<file path="config.mk">
export PLATFORM = sky130hd
export DESIGN_NAME = grid_argmax_stream
export DESIGN_NICKNAME = d
export VERILOG_FILES = /design/src/rtl/paint_pkg.sv /design/src/rtl/grid_argmax_stream.sv
export SDC_FILE = /design/constraint.sdc
export NUM_CORES = 1
export LEC_CHECK = 0
export CAP_MARGIN = 25
export CORE_ASPECT_RATIO = 0.75
export CORE_MARGIN = 5
export CORE_UTILIZATION = 55
export DETAILED_ROUTE_END_ITERATION = 8
export PLACE_DENSITY = 0.91
export SYNTH_ARGS = -nofsm -noshare
export SYNTH_HDL_FRONTEND = slang
export SYNTH_SLANG_ARGS = --single-unit
</file>
<file path="constraint.sdc">
create_clock -name i_clk -period 8.48 [get_ports i_clk]
set_clock_uncertainty 0.15 [all_clocks]
set_input_delay 1.696 -clock i_clk [delete_from_list [all_inputs] [get_ports i_clk]]
set_output_delay 1.696 -clock i_clk [all_outputs]
set_load 0.02 [all_outputs]
</file>
<file path="src/rtl/paint_pkg.sv">
// Shared types for the paint-layer stroke path: FSM states, default sizing
// and the result record handed to the stroke generator.
package paint_pkg;

    localparam int DATA_W_DEF = 24;
    localparam int GRID_W_DEF = 8;
    localparam int GRID_H_DEF = 8;

    localparam int RES_XW    = (GRID_W_DEF > 1) ? $clog2(GRID_W_DEF) : 1;
    localparam int RES_YW    = (GRID_H_DEF > 1) ? $clog2(GRID_H_DEF) : 1;
    localparam int RES_SUM_W = DATA_W_DEF + $clog2(GRID_W_DEF * GRID_H_DEF);

    typedef enum logic [1:0] {
        IDLE  = 2'd0,
        ACCUM = 2'd1,
        DONE  = 2'd2
    } state_t;

    typedef struct packed {
        logic [RES_XW-1:0]     max_x;
        logic [RES_YW-1:0]     max_y;
        logic [DATA_W_DEF-1:0] max_val;
        logic [RES_SUM_W-1:0]  sum;
        logic                  stroke;
    } result_t;

endpackage

</file>
<file path="src/rtl/grid_argmax_stream.sv">
// Streaming argmax / sum over one GRID_W x GRID_H region of error samples,
// with a mean-error stroke decision, returned through a valid/ready handshake.
module grid_argmax_stream
    import paint_pkg::*;
#(
    parameter int DATA_W = DATA_W_DEF,
    parameter int GRID_W = GRID_W_DEF,
    parameter int GRID_H = GRID_H_DEF,
    localparam int XW    = (GRID_W > 1) ? $clog2(GRID_W) : 1,
    localparam int YW    = (GRID_H > 1) ? $clog2(GRID_H) : 1,
    localparam int SUM_W = DATA_W + $clog2(GRID_W * GRID_H)
) (
    input  logic              i_clk,
    input  logic              i_rst_n,
    input  logic              i_start,
    input  logic              i_abort,
    input  logic [DATA_W-1:0] i_threshold,
    input  logic              i_valid,
    output logic              o_ready,
    input  logic [DATA_W-1:0] i_data,
    output logic              o_valid,
    input  logic              i_ready,
    output logic [XW-1:0]     o_max_x,
    output logic [YW-1:0]     o_max_y,
    output logic [DATA_W-1:0] o_max_val,
    output logic [SUM_W-1:0]  o_sum,
    output logic              o_stroke,
    output logic              o_busy
);

    localparam int              AREA      = GRID_W * GRID_H;
    localparam logic [XW-1:0]   COL_LAST  = XW'(GRID_W - 1);
    localparam logic [YW-1:0]   ROW_LAST  = YW'(GRID_H - 1);
    localparam logic [SUM_W-1:0] AREA_MUL = SUM_W'(AREA);

    state_t            r_state;
    state_t            w_state_nxt;

    logic [DATA_W-1:0] r_threshold;
    logic [SUM_W-1:0]  r_sum;
    logic [DATA_W-1:0] r_max_val;
    logic [XW-1:0]     r_max_x;
    logic [YW-1:0]     r_max_y;
    logic [XW-1:0]     r_col;
    logic [YW-1:0]     r_row;

    logic [XW-1:0]     r_res_x;
    logic [YW-1:0]     r_res_y;
    logic [DATA_W-1:0] r_res_val;
    logic [SUM_W-1:0]  r_res_sum;
    logic              r_res_stroke;

    logic              w_load;
    logic              w_accept;
    logic              w_last;
    logic              w_take;
    logic [SUM_W-1:0]  w_sum_nxt;
    logic [DATA_W-1:0] w_max_val_nxt;
    logic [XW-1:0]     w_max_x_nxt;
    logic [YW-1:0]     w_max_y_nxt;
    logic [SUM_W-1:0]  w_thr_area;

    // Abort outranks both a new start and a sample presented in the same cycle.
    assign w_load   = !i_abort && i_start &&
                      ((r_state == IDLE) || ((r_state == DONE) && i_ready));
    assign w_accept = !i_abort && i_valid && (r_state == ACCUM);
    assign w_last   = (r_col == COL_LAST) && (r_row == ROW_LAST);

    // First beat seeds the max; later beats replace it only when strictly larger.
    assign w_take        = ((r_col == '0) && (r_row == '0)) || (i_data > r_max_val);
    assign w_sum_nxt     = r_sum + SUM_W'(i_data);
    assign w_max_val_nxt = w_take ? i_data : r_max_val;
    assign w_max_x_nxt   = w_take ? r_col  : r_max_x;
    assign w_max_y_nxt   = w_take ? r_row  : r_max_y;
    assign w_thr_area    = SUM_W'(r_threshold) * AREA_MUL;

    always_ff @(posedge i_clk or negedge i_rst_n) begin
        if (!i_rst_n) begin
            r_state <= IDLE;
        end else begin
            r_state <= w_state_nxt;
        end
    end

    always_comb begin
        w_state_nxt = r_state;
        unique case (r_state)
            IDLE: begin
                if (i_start) begin
                    w_state_nxt = ACCUM;
                end
            end
            ACCUM: begin
                if (i_valid && w_last) begin
                    w_state_nxt = DONE;
                end
            end
            DONE: begin
                if (i_ready) begin
                    w_state_nxt = i_start ? ACCUM : IDLE;
                end
            end
            default: w_state_nxt = IDLE;
        endcase
        if (i_abort) begin
            w_state_nxt = IDLE;
        end
    end

    always_ff @(posedge i_clk or negedge i_rst_n) begin
        if (!i_rst_n) begin
            r_threshold  <= '0;
            r_sum        <= '0;
            r_max_val    <= '0;
            r_max_x      <= '0;
            r_max_y      <= '0;
            r_col        <= '0;
            r_row        <= '0;
            r_res_x      <= '0;
            r_res_y      <= '0;
            r_res_val    <= '0;
            r_res_sum    <= '0;
            r_res_stroke <= 1'b0;
        end else if (w_load) begin
            r_threshold <= i_threshold;
            r_sum       <= '0;
            r_max_val   <= '0;
            r_max_x     <= '0;
            r_max_y     <= '0;
            r_col       <= '0;
            r_row       <= '0;
        end else if (w_accept) begin
            r_sum     <= w_sum_nxt;
            r_max_val <= w_max_val_nxt;
            r_max_x   <= w_max_x_nxt;
            r_max_y   <= w_max_y_nxt;
            if (r_col == COL_LAST) begin
                r_col <= '0;
                r_row <= (r_row == ROW_LAST) ? '0 : r_row + YW'(1);
            end else begin
                r_col <= r_col + XW'(1);
            end
            // Results move only on the closing beat, so the outputs keep the
            // previous region's values until the new ones are valid.
            if (w_last) begin
                r_res_x      <= w_max_x_nxt;
                r_res_y      <= w_max_y_nxt;
                r_res_val    <= w_max_val_nxt;
                r_res_sum    <= w_sum_nxt;
                r_res_stroke <= (w_sum_nxt > w_thr_area);
            end
        end
    end

    assign o_ready   = (r_state == ACCUM);
    assign o_valid   = (r_state == DONE);
    assign o_busy    = (r_state != IDLE);
    assign o_max_x   = r_res_x;
    assign o_max_y   = r_res_y;
    assign o_max_val = r_res_val;
    assign o_sum     = r_res_sum;
    assign o_stroke  = r_res_stroke;

endmodule
</file>
==> flow_summary.yaml, run 1 <==
floorplanning:
  fp.dieH_um: 123
  die-width_um: 161
  core.rowCount: 41
  dieArea_um2: 19700
  core_area_um2: 16800
  start_util_pct: 55.7
  io_pins: 118
critical_path:
  path_class: "in -> reg"
  path_max_fanout: 8
  startpoint_type: "input port"
  endpoint_kind: "flop"
  arrival_ns: 6.00
  reg2reg_setup_slack_ns: 4.09
  rr_worst_depth: 15
  cp_data_required_time_ns: 8.64
  reg2reg_from: "r_sum[10]$_DFFE_PN0P_"
  r2r-end: "o_stroke$_DFFE_PN0P_"
power_and_ir_drop:
  power.density_nw_per_um2: 226
  p_leak_uw: 0.00527
  peakVddDrop_mv: 0.148
yosys:
  yosysSeqAreaShare_pct: 40.9
  synth_ff_type: "dfrtp_1"
  yosys-mux-area-fraction_pct: 1.30
  yosys-top-cells-area: "dfrtp_1 (41%), ha_1 (10%), o21ai_0 (3.9%)"
  synth-simple-area-share_pct: 16.3
  ys_warn_count: 0
  synthCells: 1012
  ys_top_cells_by_count: "dfrtp_1 (153), nand2_1 (96), ha_1 (78)"
  syn_avg_cell_area_um2: 9.24
  synth_area_leader_cell: "dfrtp_1"
  synth_top_family_by_area: "compound AO/OA/AOI/OAI gates"
  synth-xor-area-share_pct: 2.25
  ys_types: 63
  synth_edf_count: 0
  syn_nets: 1145
  synth_compound_area_share_pct: 22.6
  synthAdderAreaFrac_pct: 10.7
  synth_top_area_share_pct: 40.9
  ys_ff_latch: 153
  async_reset_ff_share_pct: 100
  syn-cell-area_um2: 9350
  yosysMostFrequentCell: "dfrtp_1"
global_route:
  overflow: 0
  grt.total_usage_pct: 26.7
  grt_max_degree: 88
  grt_pass1_wl_um: 42100
  antenna_found_initial: 0
  grt_pass1_vias: 8101
clocking:
  cts.clk_slew.worst_paths_ns: 0.06
  cts_tree: "built"
  cts-resized-gates: 0
  cts_made_buffers: 17
  clock_latency_ns: 0.44
  ctsHoldBuffers: 0
  ctsRootBufferMaster: "clkbuf_16"
  h-tree-depth: 4
  clockBufferDepth: 2
  cts_sinks: 153
  cts_setup_buffers: 0
flow_run:
  drv_cap: 0
final_layout:
  layout-drive-gt1-share_pct: 8.89
  fin_util_pct: 67.1
  num_antenna_cells: 0
  areaGrowthSynthToFinish_pct: 20.5
  fin_nets: 1223
  n_fill_cell: 1273
timing:
  finalSetupViolations: 0
  rsz0062_at_grt: "no"
  hold_violations: 0
  finalCriticalPeriod_ns: 5.84
  fmaxAchievable_mhz: 171
  relSlewSlack_pct: 30.1
  fin_crit_sh_pct: 68.9
  drv_slew: 0
  worstMarginPinSlew_ns: 1.05
  tns_ns: 0
detailed_routing:
  vias: 8401
  viasPerCell: 6.38
  first_pass_iters: 5
  drc_errors: 0
  post_drt_wl_per_cell_um: 20.0
  wl_um: 26300
  ant_nets: 0
  first_iter_violations: 1016
placed_design:
  hpwl_um: 18300
  gp_congestion: 0.944
  port_buffers: 117
worst_hold_path:
  hold_depth: 2
  hold_class: "reg -> reg"
  worstHoldEndpoint: "o_sum[8]$_DFFE_PN0P_"
  min_from: "o_sum[8]$_DFFE_PN0P_"
outcome:
  outcome: "finished clean"
## report_power, final
group          internal, uW  switching [uW]
sequential              799            51.1
combinational           323             531
clock                   529             311
total                  1650             892
## worst max-delay path by stage
stage	from	endpoint	slack (ns)
detailed placement	i_data[22]	r_max_y[1]$_DFFE_PN0P_	2.19
finish	i_data[10]	o_stroke$_DFFE_PN0P_	2.64
global placement	i_data[23]	r_max_val[21]$_DFFE_PN0P_	2.30
floorplan	i_data[11]	o_stroke$_DFFE_PN0P_	3.64
CTS	i_data[22]	r_max_val[9]$_DFFE_PN0P_	2.61
global route	i_data[12]	o_stroke$_DFFE_PN0P_	2.39
## kinds of logic after synthesis
kind of cell | count (synthesis)
and+or+nand+nor | 306
AOI/OAI and AO/OA | 304
DFF | 153
buffers and inverters | 135
adders and majority gates | 79
xor gates and xnor gates | 24
muxes | 11
## critical path: stages
cell,delay (ns)
clkdlybuf4s50_1,0.53
ha_1,0.46
a21oi_1,0.16
o21ai_0,0.23
a211oi_1,0.17
o31a_1,0.34
a21boi_1,0.54
o21ai_0,0.23
xnor2_1,0.20
ha_1,0.33
nand4_1,0.20
nor4_1,0.35
and4b_1,0.22
nand4_1,0.12
mux2i_1,0.16
a31oi_1,0.05
## flip-flops by register name (all words and copies together), names as in the netlist, 3 cells and up
name,cells
o_max_val,24
o_max_x,3
o_max_y,3
o_sum,30
r_col,3
r_max_val,24
r_max_x,3
r_max_y,3
r_row,3
r_sum,30
r_threshold,24
## per-stage QoR
step	instances	setup WS (ns)	instance area, um^2	hold slack [ns]	power [uW]
after detailed placement	1285	2.19	10600	0.321	1680
after global routing	1317	2.39	11300	0.363	2680
final	1317	2.64	11300	0.328	2540
after CTS	1316	2.61	11200	0.338	2520
after floorplan	1012	3.64	9350	0.302	1430
after global placement	1284	2.30	10600	0.314	1640
## cells in the final DEF, fill, tap and decap left out, types with 5 or more instances in the layout
| master | synthesis | layout |
|---|---|---|
| o31ai_1 | 36 | 36 |
| a31oi_1 | 34 | 34 |
| nor2b_1 | 9 | 9 |
| a32o_2 | 30 | 30 |
| nor2_1 | 54 | 54 |
| ha_1 | 78 | 78 |
| nand3_1 | 41 | 41 |
| xor2_1 | 12 | 12 |
| nand2_1 | 96 | 96 |
| a211oi_1 | 5 | 5 |
| a311oi_1 | 6 | 6 |
| o21a_1 | 7 | 7 |
| nor3_1 | 12 | 11 |
| nand2b_1 | 8 | 8 |
| and3_1 | 8 | 7 |
| nor4_1 | 6 | 6 |
| clkdlybuf4s50_1 | 0 | 116 |
| bufinv_16 | 0 | 5 |
| nand4_1 | 43 | 43 |
| clkbuf_16 | 0 | 17 |
| o211ai_1 | 7 | 7 |
| inv_1 | 64 | 64 |
| o21ai_0 | 72 | 72 |
| mux2_2 | 9 | 9 |
| a21o_1 | 26 | 26 |
| a22o_1 | 7 | 7 |
| buf_4 | 1 | 11 |
| a21oi_1 | 50 | 49 |
| xnor2_1 | 12 | 12 |
| dfrtp_1 | 153 | 153 |
## routing by layer
metal	GRT usage [%]	wire (um)	vias to the layer above
li1	-	-	3880
met1	36.0	11400	4050
met2	42.5	12200	433
met3	7.10	2300	38
met4	8.54	418	0
met5	0	0	-
## area by class of cell
type                       count  area [um^2]  area share, %
inverter                      64          240           2.13
clock inverter                11          196           1.74
tap                          215          269           2.39
clock buffer                  20          447           3.97
multi-input combinational    724         4980           44.3
timing repair buffer         130         1300           11.5
sequential                   153         3830           34.0
(Power assumes the default switching activity.)
==> inputs of run 2 (changes only) <==
==> constraint.sdc (replaced) <==
create_clock -name i_clk -period 5.5 [get_ports i_clk]
set_clock_uncertainty 0.15 [all_clocks]
set_input_delay 1.1 -clock i_clk [delete_from_list [all_inputs] [get_ports i_clk]]
set_output_delay 1.1 -clock i_clk [all_outputs]
set_load 0.02 [all_outputs]
==> run 2 against run 1 <==
  * First-iteration DRC count increased by 0.79%
  * Critical path depth grew 1
  * Sequential share of layout area fell by 0.053 points
  * Clock power rose by 39%
  * Via count grew 2.2%
  * Utilization increased by 0.10 points
  * Highest routed layer unchanged
  * Sequential cell count stayed put
  * Setup slack got worse by 2.3 ns
==> flow_summary.yaml, run 2 (same netlist as run 1, synthesis figures left out) <==
outcome:
  outcome: "finished clean"
timing:
  rsz0062_at_grt: "no"
  relSlewSlack_pct: 33.1
  tns_ns: 0
  fmaxAchievable_mhz: 195
  finalSetupViolations: 0
  hold_violations: 0
  drv_slew: 0
  finalCriticalPeriod_ns: 5.13
  fin_crit_sh_pct: 93.3
  worstMarginPinSlew_ns: 1.00
final_layout:
  num_antenna_cells: 0
  fin_nets: 1232
  finalNonFillerCells: 1327
  layout_common_cells: "dfrtp_1 (153), clkdlybuf4s50_1 (116), nand2_1 (96)"
  areaGrowthSynthToFinish_pct: 20.6
  final_common_cell: "dfrtp_1"
  layout-drive-gt1-share_pct: 9.89
critical_path:
  cp_slowest_cell: "clkdlybuf4s50_1"
  r2r-end: "o_stroke$_DFFE_PN0P_"
  startpoint_type: "input port"
  rr_worst_depth: 16
  arrival_ns: 5.27
  slowest_delay_ns: 0.51
  cp_data_required_time_ns: 5.64
  path_cells: "clkdlybuf4s50_1 > ha_1 > a21oi_1 > o21ai_0 > a211oi_1 > buf_4 > o31a_1 > a21boi_1 > o21ai_0 > xnor2_1 > ha_1 > nand4_1 > nor4_1 > and4b_1 > nand4_1 > mux2i_1 > a31oi_1"
  reg2reg_from: "r_sum[10]$_DFFE_PN0P_"
  path_max_fanout: 8
  critPathBufInv: 2
  reg2reg_setup_slack_ns: 1.22
  cp_top_family: "compound AO/OA/AOI/OAI gates"
  path_class: "in -> reg"
  endpoint_kind: "flop"
  startpoint: "i_data[10]"
power_and_ir_drop:
  p_int_uw: 2450
  combPwrFrac_pct: 35.6
  power_frac_seq_pct: 34.0
  clkPwrFrac_pct: 30.4
  sw_frac_of_total_pct: 36.4
  peakVddDrop_mv: 0.193
  p_switching_uw: 1400
  power.total_uw: 3850
  power.density_nw_per_um2: 342
  p_leak_uw: 0.00529
floorplanning:
  fp.dieH_um: 123
  io_pins: 118
  dieArea_um2: 19700
  core.rowCount: 41
  core_area_um2: 16800
  die-width_um: 161
  start_util_pct: 55.7
global_route:
  grt_pass1_vias: 8407
  overflow: 0
  antenna_found_initial: 0
  grt_pass1_wl_um: 43800
  grt_max_degree: 71
  grt.total_usage_pct: 27.5
clocking:
  clock_latency_ns: 0.43
  cts-resized-gates: 0
  h-tree-depth: 4
  cts_sinks: 153
  clockBufferDepth: 2
  ctsHoldBuffers: 0
  cts.clk_slew.worst_paths_ns: 0.06
  cts_tree: "built"
  cts_made_buffers: 17
  ctsRootBufferMaster: "clkbuf_16"
  cts_setup_buffers: 0
flow_run:
  drv_cap: 0
detailed_routing:
  drc_errors: 0
  ant_nets: 0
  first_iter_violations: 1024
  first_pass_iters: 6
  vias: 8587
  wl_um: 26900
  viasPerCell: 6.47
  post_drt_wl_per_cell_um: 20.3
placed_design:
  port_buffers: 117
  dp_cells: 1295
  hpwl_um: 19300
  gp_congestion: 0.968
worst_hold_path:
  min_from: "o_sum[10]$_DFFE_PN0P_"
  worstHoldEndpoint: "o_sum[10]$_DFFE_PN0P_"
  hold_depth: 2
  hold_class: "reg -> reg"
## run 2: cell types whose count changed in the layout (fill, tap and decap cells not counted), moves of 2 or more
cell	change
clkinv_4	-3
bufinv_16	-3
clkbuf_8	+2
buf_4	+9
clkbuf_1	-2
clkinv_2	+5
## run 2: final cells by class
cell class / instances / area (um^2)
fillers: 1291 / 5490
multi-input cells: 724 / 4980
flip-flops and latches: 153 / 3830
repair buffers: 139 / 1370
clock buffers: 20 / 467
well taps: 215 / 269
inverters: 64 / 240
clock inverters: 12 / 121
## run 2: how the worst max path moves through the flow
stage | end | cells after the start
final | o_stroke$_DFFE_PN0P_ | 17
after floorplan | o_stroke$_DFFE_PN0P_ | 16
after global placement | o_stroke$_DFFE_PN0P_ | 17
after CTS | o_stroke$_DFFE_PN0P_ | 17
after global routing | o_stroke$_DFFE_PN0P_ | 17
after detailed placement | o_stroke$_DFFE_PN0P_ | 17
## run 2: metrics by stage
stage	hold WS, ns	util, %	instance area, um^2	setup WS (ns)
4_1_cts	0.340	67.2	11300	0.523
5_1_grt	0.361	67.2	11300	0.210
3_5_place_dp	0.326	63.7	10700	0.0984
2_1_floorplan	0.302	-	9350	1.26
3_3_place_gp	0.315	63.6	10700	0.267
6_report	0.339	67.2	11300	0.367
## run 2: metal layers
| metal | vias to the layer above | share of wire [%] | track usage (%) |
|---|---|---|---|
| li1 | 3918 | - | - |
| met1 | 4167 | 43 | 37.7 |
| met2 | 450 | 45 | 43.2 |
| met3 | 52 | 9.9 | 7.70 |
| met4 | 0 | 1.9 | 7.90 |
| met5 | - | 0 | 0 |
## run 2: worst reg2reg max path: cells and delay by family (launching register included)
kind	cells	cell delay (ns)
DFF	1	0.39
xor gates and xnor gates	1	0.18
buffers and inverters	1	0.16
AOI/OAI and AO/OA	7	1.57
and+or+nand+nor	4	0.76
muxes	1	0.21
adders and majority gates	2	0.72
## run 2: power by group through the flow
stage          Sequential [uW]  Combinational, uW  Clock (uW)
2_1_floorplan             1300                910           0
3_3_place_gp              1320               1250           0
3_5_place_dp              1330               1320           0
4_1_cts                   1310               1330        1180
5_1_grt                   1320               1500        1230
6_report                  1310               1370        1170
